File: src/rtl/cu_pkg.sv
// Shared definitions for the hardwired register-to-register control unit:
// sequencer states, opcode encodings, alu_sel bit positions and instruction classes.
package cu_pkg;

  typedef enum logic [3:0] {
    ST_IDLE,
    ST_T0,
    ST_T1,
    ST_T2,
    ST_T3,
    ST_T4,
    ST_T5,
    ST_T6,
    ST_HALT
  } state_e;

  typedef enum logic [2:0] {
    CL_ALU3,
    CL_UNARY,
    CL_MULDIV,
    CL_NOP,
    CL_HALT,
    CL_ILLEGAL
  } iclass_e;

  localparam int unsigned ALU_W = 13;

  localparam logic [4:0] OP_ADD  = 5'b00011;
  localparam logic [4:0] OP_SUB  = 5'b00100;
  localparam logic [4:0] OP_AND  = 5'b00101;
  localparam logic [4:0] OP_OR   = 5'b00110;
  localparam logic [4:0] OP_ROR  = 5'b00111;
  localparam logic [4:0] OP_ROL  = 5'b01000;
  localparam logic [4:0] OP_SHR  = 5'b01001;
  localparam logic [4:0] OP_SHRA = 5'b01010;
  localparam logic [4:0] OP_SHL  = 5'b01011;
  localparam logic [4:0] OP_DIV  = 5'b01111;
  localparam logic [4:0] OP_MUL  = 5'b10000;
  localparam logic [4:0] OP_NEG  = 5'b10001;
  localparam logic [4:0] OP_NOT  = 5'b10010;
  localparam logic [4:0] OP_NOP  = 5'b11010;
  localparam logic [4:0] OP_HALT = 5'b11011;

  localparam int unsigned SEL_ADD  = 0;
  localparam int unsigned SEL_SUB  = 1;
  localparam int unsigned SEL_MUL  = 2;
  localparam int unsigned SEL_DIV  = 3;
  localparam int unsigned SEL_AND  = 4;
  localparam int unsigned SEL_OR   = 5;
  localparam int unsigned SEL_SHR  = 6;
  localparam int unsigned SEL_SHRA = 7;
  localparam int unsigned SEL_SHL  = 8;
  localparam int unsigned SEL_ROR  = 9;
  localparam int unsigned SEL_ROL  = 10;
  localparam int unsigned SEL_NEG  = 11;
  localparam int unsigned SEL_NOT  = 12;

  function automatic logic [ALU_W-1:0] sel_onehot(input int unsigned idx);
    return ALU_W'(1) << idx;
  endfunction

endpackage

File: src/rtl/cu_decode.sv
// Combinational opcode decode: instruction class plus the one-hot ALU
// operation it requests (zero for non-ALU classes).
module cu_decode
  import cu_pkg::*;
#(
  parameter int unsigned OPW = 5
) (
  input  logic [OPW-1:0]   op_i,
  output iclass_e          cls_o,
  output logic [ALU_W-1:0] alu_sel_o
);

  always_comb begin
    cls_o     = CL_ILLEGAL;
    alu_sel_o = '0;
    case (op_i)
      OPW'(OP_ADD):  begin cls_o = CL_ALU3;   alu_sel_o = sel_onehot(SEL_ADD);  end
      OPW'(OP_SUB):  begin cls_o = CL_ALU3;   alu_sel_o = sel_onehot(SEL_SUB);  end
      OPW'(OP_AND):  begin cls_o = CL_ALU3;   alu_sel_o = sel_onehot(SEL_AND);  end
      OPW'(OP_OR):   begin cls_o = CL_ALU3;   alu_sel_o = sel_onehot(SEL_OR);   end
      OPW'(OP_ROR):  begin cls_o = CL_ALU3;   alu_sel_o = sel_onehot(SEL_ROR);  end
      OPW'(OP_ROL):  begin cls_o = CL_ALU3;   alu_sel_o = sel_onehot(SEL_ROL);  end
      OPW'(OP_SHR):  begin cls_o = CL_ALU3;   alu_sel_o = sel_onehot(SEL_SHR);  end
      OPW'(OP_SHRA): begin cls_o = CL_ALU3;   alu_sel_o = sel_onehot(SEL_SHRA); end
      OPW'(OP_SHL):  begin cls_o = CL_ALU3;   alu_sel_o = sel_onehot(SEL_SHL);  end
      OPW'(OP_DIV):  begin cls_o = CL_MULDIV; alu_sel_o = sel_onehot(SEL_DIV);  end
      OPW'(OP_MUL):  begin cls_o = CL_MULDIV; alu_sel_o = sel_onehot(SEL_MUL);  end
      OPW'(OP_NEG):  begin cls_o = CL_UNARY;  alu_sel_o = sel_onehot(SEL_NEG);  end
      OPW'(OP_NOT):  begin cls_o = CL_UNARY;  alu_sel_o = sel_onehot(SEL_NOT);  end
      OPW'(OP_NOP):  cls_o = CL_NOP;
      OPW'(OP_HALT): cls_o = CL_HALT;
      default:       ;
    endcase
  end

endmodule

File: src/rtl/alu_control_sequencer.sv
// Hardwired control sequencer: fetch T0-T2, class-dependent execute T3-T6,
// Moore strobes decoded from the state register and the IR opcode.
module alu_control_sequencer
  import cu_pkg::*;
#(
  parameter int unsigned OPW = 5
) (
  input  logic        clock,
  input  logic        clear,
  input  logic [31:0] IR,
  output logic        PCout,
  output logic        PCin,
  output logic        IncPC,
  output logic        MARin,
  output logic        MDRin,
  output logic        MDRout,
  output logic        MDMuxread,
  output logic        IRin,
  output logic        Yin,
  output logic        Zlowin,
  output logic        Zhighin,
  output logic        Zlowout,
  output logic        Zhighout,
  output logic        HIin,
  output logic        LOin,
  output logic        Gra,
  output logic        Grb,
  output logic        Grc,
  output logic        Rin,
  output logic        Rout,
  output logic [12:0] alu_sel,
  output logic        run,
  output logic        illegal_op
);

  state_e             state_q, state_d;
  logic               illegal_q, illegal_d;
  iclass_e            cls;
  logic [ALU_W-1:0]   op_sel;

  // Register fields are consumed by the datapath's select-and-encode logic.
  logic unused_ir_fields;
  assign unused_ir_fields = ^IR[31-OPW:0];

  cu_decode #(.OPW(OPW)) u_decode (
    .op_i      (IR[31 -: OPW]),
    .cls_o     (cls),
    .alu_sel_o (op_sel)
  );

  always_comb begin
    state_d   = state_q;
    illegal_d = illegal_q;
    case (state_q)
      ST_IDLE: state_d = ST_T0;
      ST_T0:   state_d = ST_T1;
      ST_T1:   state_d = ST_T2;
      ST_T2:   state_d = ST_T3;
      ST_T3: begin
        case (cls)
          CL_ALU3, CL_UNARY, CL_MULDIV: state_d = ST_T4;
          CL_HALT:                      state_d = ST_HALT;
          CL_ILLEGAL: begin
            state_d   = ST_T0;
            illegal_d = 1'b1;
          end
          default:                      state_d = ST_T0;
        endcase
      end
      ST_T4:   state_d = (cls == CL_ALU3 || cls == CL_MULDIV) ? ST_T5 : ST_T0;
      ST_T5:   state_d = (cls == CL_MULDIV) ? ST_T6 : ST_T0;
      ST_T6:   state_d = ST_T0;
      ST_HALT: state_d = ST_HALT;
      default: state_d = ST_IDLE;
    endcase
  end

  always_ff @(posedge clock or negedge clear) begin
    if (!clear) begin
      state_q   <= ST_IDLE;
      illegal_q <= 1'b0;
    end else begin
      state_q   <= state_d;
      illegal_q <= illegal_d;
    end
  end

  always_comb begin
    {PCout, PCin, IncPC, MARin, MDRin, MDRout, MDMuxread, IRin} = '0;
    {Yin, Zlowin, Zhighin, Zlowout, Zhighout, HIin, LOin}       = '0;
    {Gra, Grb, Grc, Rin, Rout}                                  = '0;
    alu_sel    = '0;
    run        = (state_q != ST_IDLE) && (state_q != ST_HALT);
    // Flag is visible already in the offending T3, then held by the flop.
    illegal_op = illegal_q || (state_q == ST_T3 && cls == CL_ILLEGAL);
    case (state_q)
      ST_T0: begin PCout = 1'b1; MARin = 1'b1; IncPC = 1'b1; Zlowin = 1'b1; end
      ST_T1: begin Zlowout = 1'b1; PCin = 1'b1; MDMuxread = 1'b1; MDRin = 1'b1; end
      ST_T2: begin MDRout = 1'b1; IRin = 1'b1; end
      ST_T3: begin
        case (cls)
          CL_ALU3:   begin Grb = 1'b1; Rout = 1'b1; Yin = 1'b1; end
          CL_UNARY:  begin Grb = 1'b1; Rout = 1'b1; Zlowin = 1'b1; alu_sel = op_sel; end
          CL_MULDIV: begin Gra = 1'b1; Rout = 1'b1; Yin = 1'b1; end
          default:   ;
        endcase
      end
      ST_T4: begin
        case (cls)
          CL_ALU3:   begin Grc = 1'b1; Rout = 1'b1; Zlowin = 1'b1; alu_sel = op_sel; end
          CL_UNARY:  begin Zlowout = 1'b1; Gra = 1'b1; Rin = 1'b1; end
          CL_MULDIV: begin
            Grb = 1'b1; Rout = 1'b1; Zlowin = 1'b1; Zhighin = 1'b1; alu_sel = op_sel;
          end
          default:   ;
        endcase
      end
      ST_T5: begin
        case (cls)
          CL_ALU3:   begin Zlowout = 1'b1; Gra = 1'b1; Rin = 1'b1; end
          CL_MULDIV: begin Zlowout = 1'b1; LOin = 1'b1; end
          default:   ;
        endcase
      end
      ST_T6: begin
        if (cls == CL_MULDIV) begin
          Zhighout = 1'b1;
          HIin     = 1'b1;
        end
      end
      default: ;
    endcase
  end

endmodule

File: config.mk
export PLATFORM = sky130hd
export DESIGN_NAME = alu_control_sequencer
export DESIGN_NICKNAME = d
export VERILOG_FILES = /design/src/rtl/cu_pkg.sv /design/src/rtl/cu_decode.sv /design/src/rtl/alu_control_sequencer.sv
export SDC_FILE = /design/constraint.sdc
export NUM_CORES = 1
export LEC_CHECK = 0
export CAP_MARGIN = 20
export CORE_MARGIN = 1.5
export CORE_UTILIZATION = 37
export DETAILED_ROUTE_END_ITERATION = 12
export PLACE_DENSITY = 0.87
export RECOVER_POWER = 50
export SYNTH_ARGS = -nofsm -noshare
export SYNTH_HDL_FRONTEND = slang
export SYNTH_SLANG_ARGS = --single-unit
File: constraint.sdc
create_clock -name clock -period 5.65 [get_ports clock]
set_input_delay 1.695 -clock clock [delete_from_list [all_inputs] [get_ports clock]]
set_output_delay 1.695 -clock clock [all_outputs]
set_load 0.005 [all_outputs]
### Word level (Yosys, flattened, before mapping)

Index checks and enable logic that the tools add are counted.

| word-level totals | value |
|---|---|
| flip-flop bits (word level) | 5 |
| output and inout port bits | 35 |
| logic and storage cells | 74 |

| operators by class | value |
|---|---|
| eq/ne operators | 28 |
| muxes and demuxes | 29 |
| reduce and logical (&&, ||, !) cells | 15 |

Operator list:

| kind | number |
|---|---|
| $pmux W13 S13 | 1 |
| $pmux W4 S8 | 1 |
| $mux W13 | 2 |
| $pmux W13 S2 | 1 |
| $eq A5 B4 Y1 const B | 5 |
| $eq A5 B5 Y1 const B | 5 |
| $eq A5 B3 Y1 const B | 4 |
| $eq A4 B3 Y1 const B | 4 |
| $pmux W3 S5 | 1 |
| $mux W1 | 14 |
| $reduce_or A2 Y1 | 5 |
| $pmux W1 S3 | 3 |
| $reduce_or A9 Y1 | 1 |
| $eq A4 B2 Y1 const B | 2 |
| $pmux W4 S2 | 1 |
| $eq A3 B3 Y1 const B | 2 |
| $mux W3 | 2 |
| $pmux W1 S2 | 3 |
| $eq A5 B2 Y1 const B | 1 |
| $eq A4 B1 Y1 const B | 1 |
| $eq A4 B4 Y1 const B | 1 |
| $logic_not A4 Y1 | 1 |
| $ne A4 B4 Y1 const B | 1 |
| $reduce_bool A4 Y1 | 1 |
| 7 further kinds | 9 |

### Logic depth before layout (Yosys ltp)

| depth | value |
|---|---|
| word-level depth | 7 |
| gate-level depth with buffers | 6 |
| depth with buffers taken out | 4 |

### Cells and area by module

Synthesis repeated with hierarchy kept, for this count alone.

| second synthesis, totals | value |
|---|---|
| cell total of the unflattened synthesis | 124 |
| area total of the unflattened synthesis | 884.6 um^2 |

Modules (own cells, without submodules):

| module | instances | cells each | area each (um^2) | sequential area each (um^2) |
|---|---|---|---|---|
| alu_control_sequencer | 1 | 89 | 681.9 | 125.1 |
| cu_decode | 1 | 35 | 202.7 | 0.0 |

### Worst setup path after synthesis

Ideal clock, no wire load.

| path | value |
|---|---|
| kind | input to output |
| start point | input IR[31] |
| end point | output Rout |
| arrival | 2912 ps |
| required time | 3955 ps |
| path slack | 1043 ps |
| stages | 5 |
| cells stage by stage | nor3b_2 > o2bb2ai_1 > a222oi_1 > buf_6 > o21bai_1 |

| on the way | value |
|---|---|
| word-level cells in the longest chain between the ends | 7 |

Ends and longest elaborated chain:

| what | line | text |
|---|---|---|
| start: declaration | alu_control_sequencer.sv:10 | `input logic [31:0] IR,` |
| $eq A5 B2 Y1, or another cell as far along | cu_decode.sv:16 | `case (op_i)` |
| $reduce_or A9 Y1 (no line) or $reduce_or A2 Y1 (tied branches) | n/a |  |
| $pmux W3 S5 * | cu_decode.sv:16 |  |
| $eq A3 B2 Y1, or another cell as far along | alu_control_sequencer.sv:101, alu_control_sequencer.sv:109 |  |
| $reduce_or A3 Y1 (no line) or $reduce_or A2 Y1 (tied branches) | n/a |  |
| $mux W1, on equally long branches | alu_control_sequencer.sv:101, alu_control_sequencer.sv:109 |  |
| $pmux W1 S2 * | alu_control_sequencer.sv:96 | `case (state_q)` |
| end: declaration | alu_control_sequencer.sv:30 | `output logic Rout,` |

Mark *: on every way between the ends. The rest lies on a longest branch, timed or not.

### Worst setup path in the final report

| path | value |
|---|---|
| start point | input IR[27] |
| end point | output alu_sel[6] |

| on the way | value |
|---|---|
| word-level cells in the longest chain between the ends | 7 |

Ends and longest elaborated chain:

| what | line | text |
|---|---|---|
| $eq A5 B2 Y1, or another cell as far along | cu_decode.sv:16 |  |
| $reduce_or A9 Y1 (no line) or $reduce_or A2 Y1 (tied branches) | n/a |  |
| $pmux W3 S5 | cu_decode.sv:16 |  |
| $eq A3 B2 Y1 or $logic_not A3 Y1 (tied branches) | alu_control_sequencer.sv:109 | `case (cls)` |
| $reduce_or A2 Y1 (no line) | n/a |  |
| $mux W13 | alu_control_sequencer.sv:109 |  |
| $pmux W13 S2 * | alu_control_sequencer.sv:96 |  |
| end: declaration | alu_control_sequencer.sv:31 | `output logic [12:0] alu_sel,` |

Marked as above.

==> flow_summary_export.csv <==
group,metric,value,unit
setup_path,rrSetupSlack,3820,ps
sta,finalCritPeriodShare,0.984,
sta,tns,0,ps
setup_path,critical-path-top-delay-family,"buffers and inverters",
route,firstDrtPassIters,4,
setup_path,rr_endpoint,"illegal_q",
pwr,p_clk_frac,0.101,
setup_path,crit_buf_inv,4,
clocking,postCtsHoldBufs,0,
die,io_pins,69,
logic_synthesis,ys_types,46,
grt,grt_usage,0.207,
setup_path,path_cells,"clkdlybuf4s50_1 > buf_6 > xnor2_2 > o32ai_2 > a222oi_1 > buf_4 > nor3_1 > clkdlybuf4s50_1",
grt,grt_overflow_total,0,
pwr,p_seq_frac,0.210,
die,dieWidth,52.7,um
pwr,peakVddDrop,0.000222,V
setup_path,timing.critical_path.to,"alu_sel[6]",
logic_synthesis,syn_area,912,um2
worst_hold_path,hp-class,"reg2reg",
flow_run,drv_cap,0,
placed_design,io_buffer_count,41,
cells_and_area,antenna_cells,0,
logic_synthesis,synthCells,124,
cells_and_area,drive_gt1_frac,0.165,
route,vias,1042,
logic_synthesis,synth.most_common_cell,"nand2_1",
run_status,outcome,"complete, no violations",
setup_path,reg2reg_depth,4,
placed_design,dpl-instance-area,1290,um2
pwr,p_comb_frac,0.689,
grt,grt_max_degree,18,
logic_synthesis,synth-edff-count,0,
setup_path,cp.arrival,3870,ps
sta,final-setup-viol-count,0,
logic_synthesis,ys.flop_type,"dfrtp_1",
die,design.die.area,2770,um2
pwr,p_leak,0.000575,uW
die,die_y,52.7,um
grt,first_global_vias,953,
setup_path,endpoint_kind,"output pin",
setup_path,critPathMaxStageDelay,520,ps
route,ant_nets,0,
logic_synthesis,ys_top_cells_by_area,"dfrtp_1 (14%), nor3_1 (8.2%), nand2_1 (6.6%)",
logic_synthesis,synth_top_area_cell,"dfrtp_1",
sta,fmax,180,MHz
cells_and_area,area_growth,51.0,%
setup_path,crit_path_start_kind,"input port",
setup_path,cp_max_fo,9,
route,drtIter0Drc,20,
route,viasPerCell,5.43,
cells_and_area,fin_area,1380,um2
pwr,switching_share,0.437,
placed_design,place_ws,41.9,ps
clocking,cts_inserted_buffers,3,
logic_synthesis,syn_nets,158,
clocking,clk_latency,230,ps
grt,antenna_found_initial,0,
logic_synthesis,async_flop_share,1.00,
route,routedWlPerCell,13.7,um
die,initial_core_util,0.401,
logic_synthesis,ys_ff_latch,5,
logic_synthesis,yosysTopAreaCellShare,0.137,
logic_synthesis,yosysWarnings,0,
setup_path,crit_required,3950,ps
setup_path,rr_startpoint,"state_q[1]",
sta,skew,1.86,ps
pwr,switchingPower,170,uW
logic_synthesis,avgSynthCellArea,7.36,um2
logic_synthesis,ys_seq_area_frac,0.137,
sta,fin_ws,88.4,ps
route,routed_wl,2640,um
clocking,htreeDepth,1,
sta,maxSlewViolCount,0,
setup_path,startpoint,"IR[27]",
sta,finalHoldViolCount,0,
pwr,powerDensity,283,nW/um2
logic_synthesis,synth_common_cells,"nand2_1 (16), nor3_1 (15), nor2_1 (10)",
grt,grt_pass1_wl,4310,um
setup_path,crit_slowest_cell,"a222oi_1",
pwr,internal_power,219,uW
placed_design,place_congestion,0.837,
clocking,path_clk_slew,40,ps
die,row_count,17,
clocking,tritoncts,"done",
cells_and_area,fin_nets,199,
sta,slew_headroom,0.631,
setup_path,worstSetupPathType,"in2out",
sta,max_slew.worst_pin.slew,553,ps
route,remaining_drc_errors,0,
clocking,cts-root-buf,"clkbuf_4",
setup_path,cp.depth,8,
clocking,clockBufferDepth,2,
placed_design,place_hpwl,2030,um
sta,min_period,5560,ps
die,core,2280,um2
clocking,clkSinkCount,5,
setup_path,cp_common_cell,"clkdlybuf4s50_1",
area by class of cell:
| type | count | area, um2 |
|---|---|---|
| fillers | 200 | 898 |
| multi-input cells | 99 | 659 |
| repair buffers | 52 | 514 |
| flip-flops and latches | 5 | 125 |
| well taps | 28 | 35.0 |
| clock buffers | 4 | 26.3 |
| inverters | 4 | 17.5 |
registers in the layout, indices dropped and copies added, names as in the netlist:
name,flops
illegal_q,1
state_q,4
per-stage QoR:
stage	std cells	hold slack [ps]	util	power [uW]
2_1_floorplan	124	425	-	251
3_3_place_gp	187	444	0.567	333
3_5_place_dp	187	450	0.567	338
4_1_cts	191	460	0.578	380
5_1_grt	192	488	0.605	427
6_report	192	461	0.605	390
timing repair:
item,in CTS,in global routing
resized for setup,0,16
endpoints found under the setup margin,0,17
buffers inserted,0,0
metal layers:
metal  part of all wire  track usage  up-vias
met3              0.039       0.0171        2
li1                   -            -      527
met5                  0            0        -
met1               0.44        0.265      484
met2               0.51        0.358       29
met4             0.0045       0.0726        0
how the worst min path moves through the flow:
stage | slack [ps] | depth (start not counted) | to | start
6_report | 460 | 1 | illegal_q | illegal_q
5_1_grt | 490 | 1 | illegal_q | illegal_q
4_1_cts | 460 | 1 | illegal_q | illegal_q
3_5_place_dp | 450 | 1 | illegal_q | illegal_q
3_3_place_gp | 440 | 1 | illegal_q | illegal_q
2_1_floorplan | 420 | 1 | illegal_q | illegal_q
power by group through the flow:
stage          sequential [uW]  clock (uW)  combinational, uW
2_1_floorplan             58.2           0                193
3_3_place_gp              80.0           0                253
3_5_place_dp              81.2           0                257
4_1_cts                   80.5        40.9                259
5_1_grt                   85.1        45.2                297
6_report                  82.0        39.2                268
cells in the final DEF, fill, tap and decap left out, drive strengths merged, types with 2 or more instances in the layout:
master / Yosys / routed
nand2b: 7 / 7
inv: 4 / 4
nand3: 2 / 2
a21o: 2 / 2
buf: 13 / 11
dlymetal6s2s: 1 / 7
nor2b: 4 / 4
dfrtp: 5 / 5
clkdlybuf4s50: 0 / 33
and2: 2 / 2
a21oi: 6 / 6
nor2: 11 / 11
o211ai: 2 / 2
o31ai: 2 / 2
nor3: 15 / 15
nand2: 16 / 16
o21ai: 4 / 4
o21bai: 5 / 5
clkbuf: 2 / 4
o21a: 2 / 2
cells by family (layout without fill, tap and decap cells):
logic type,after synthesis,count (layout),synth area share
flops,5,5,0.137
simple gates,64,64,0.376
xor+xnor,1,1,0.00960
compound gates,34,34,0.302
buf+inv,20,60,0.176
worst register-to-register path, cell delays in order (launching register included):
cell,delay [ps]
dfrtp_1,480
or3b_1,660
nor2_2,310
o221ai_1,210
nand2b_1,110
(Power assumes the default switching activity.)
==> RTL change: new RTL, same settings <==
Add an input register stage for `IR`, without a reset; this delays it by one clock.
--- a/src/rtl/alu_control_sequencer.sv
+++ b/src/rtl/alu_control_sequencer.sv
@@ -33,6 +33,12 @@
   output logic        illegal_op
 );
 
+  logic [31:0] IR_q;
+
+  always_ff @(posedge clock) begin
+    IR_q <= IR;
+  end
+
   state_e             state_q, state_d;
   logic               illegal_q, illegal_d;
   iclass_e            cls;
@@ -40,10 +46,10 @@
 
   // Register fields are consumed by the datapath's select-and-encode logic.
   logic unused_ir_fields;
-  assign unused_ir_fields = ^IR[31-OPW:0];
+  assign unused_ir_fields = ^IR_q[31-OPW:0];
 
   cu_decode #(.OPW(OPW)) u_decode (
-    .op_i      (IR[31 -: OPW]),
+    .op_i      (IR_q[31 -: OPW]),
     .cls_o     (cls),
     .alu_sel_o (op_sel)
   );
Check against the original RTL: not equivalent (a bounded check fails within 10 cycles, from zero or initial values).
==> RTL change against the original RTL <==
Design area is 12% lower; routed wire length shrank 21%; setup slack improved by 1.2 ns; global-route usage decreased by 4.4 points; sequential share of layout area is 9.6 points higher; area after synthesis is 5.1% lower; sequential cell count increased by 5; power down 6.0%; largest cell class unchanged.
==> RTL change: results (changes against the original RTL) <==
Yosys
  • Distinct cells, synth: 38 (-17%)
  • Ys async rst share: 0.5000 (-0.5000)
  • Area contributors post-synth: dfrtp_1, dfxtp_1, nor2_1, nor3_1, buf_4
  • Synth cell count leaders: nor2_1, nor3_1, a21oi_1, buf_4, nand2b_1
  • Post-synthesis sequential area ratio: 0.2601 (+0.1229)
  • Syn_nets: 145 (-8.2%)

Global routing
  • First-pass GRT wire length: 3360 um (-22%)
  • Number of global-route vias before repair: 752 (-21%)
  • Pin count of the biggest net entering global routing: 15 (-3)
  • Total Routing Usage GR: 0.1633 (-0.04357)
  • Met2 Track Usage GR: 0.2607 (-0.09765)

Worst setup path
  • Critical R2R Capture: state_q[1]$_DFF_PN0_
  • Register-to-register setup slack: 3.59 ns (-0.23 ns)
  • Crit path arrival time: 2.71 ns (-1.16 ns)
  • Crit path kind: reg2out

Floorplan
  • Core area: 0.002212 mm^2 (-2.8%)

Power
  • Pwr/cell area: 303.1 mW/mm^2 (+7.2%)
  • Static leakage: 0.4332 nW (-25%)

Route
  • Met3 Wirelength: 152 um (+48%)
  • Wl on met1: 922 um (-21%)
  • Initial DRC Count: 22 (+10%)
  • Via/cell ratio: 5.286 (-2.6%)

Layout
  • Layout cells sized above 1: 0.05000 (-0.1146)
  • Comb_multi_in: 82 (-17%)
  • Multi-input combinational area share: 0.4141 (-0.06458)
  • Biggest regs: IR_q (5), state_q (4), illegal_q (1)
  • Inverters excl. clock: 3 (-1)
  • Register area: 225.2 um^2 (+80%)

Clock network
  • Clk sinks: 10 (+5)

Outcome
  • Status: finished clean

Placement
  • Routability congestion estimate: 0.8326 (-0.48%)
  • Final HPWL DP: 1620 um (-20%)
  • DP Area: 0.001200 mm^2 (-7.0%)
RTL change: changes by cell type after synthesis, sizes merged, moves of 5 or more:
cell,delta
nor3,-5
dfxtp,+5
nor2,+7
nand2,-11
RTL change: through the flow:
step	cells	setup WS, ns
after global routing	168	1.036
after global placement	164	1.654
after detailed placement	164	1.558
after CTS	168	1.290
after floorplan	111	2.231
final	168	1.242
RTL change: kinds of logic after synthesis:
group                    share of synthesized area
flip-flops                                  0.2601
buffers and inverters                       0.1416
AND/OR/NAND/NOR                             0.3512
adder cells (fa/ha/maj)                    0.01156
AO/OA/AOI/OAI                               0.2356
RTL change: where the power goes:
part	internal, mW	switching (mW)	leakage (nW)
Sequential	0.0870	0.0325	0.103
Combinational	0.116	0.0844	0.316
Clock	0.0270	0.0192	0.0150
Total	0.230	0.136	0.433
RTL change: critical path, stage by stage (launching register included):
cell             delay [ns]
dfxtp_1                0.54
or3b_1                 0.54
o32a_1                 0.43
a211oi_1               0.31
or2_2                  0.15
clkdlybuf4s50_1        0.49
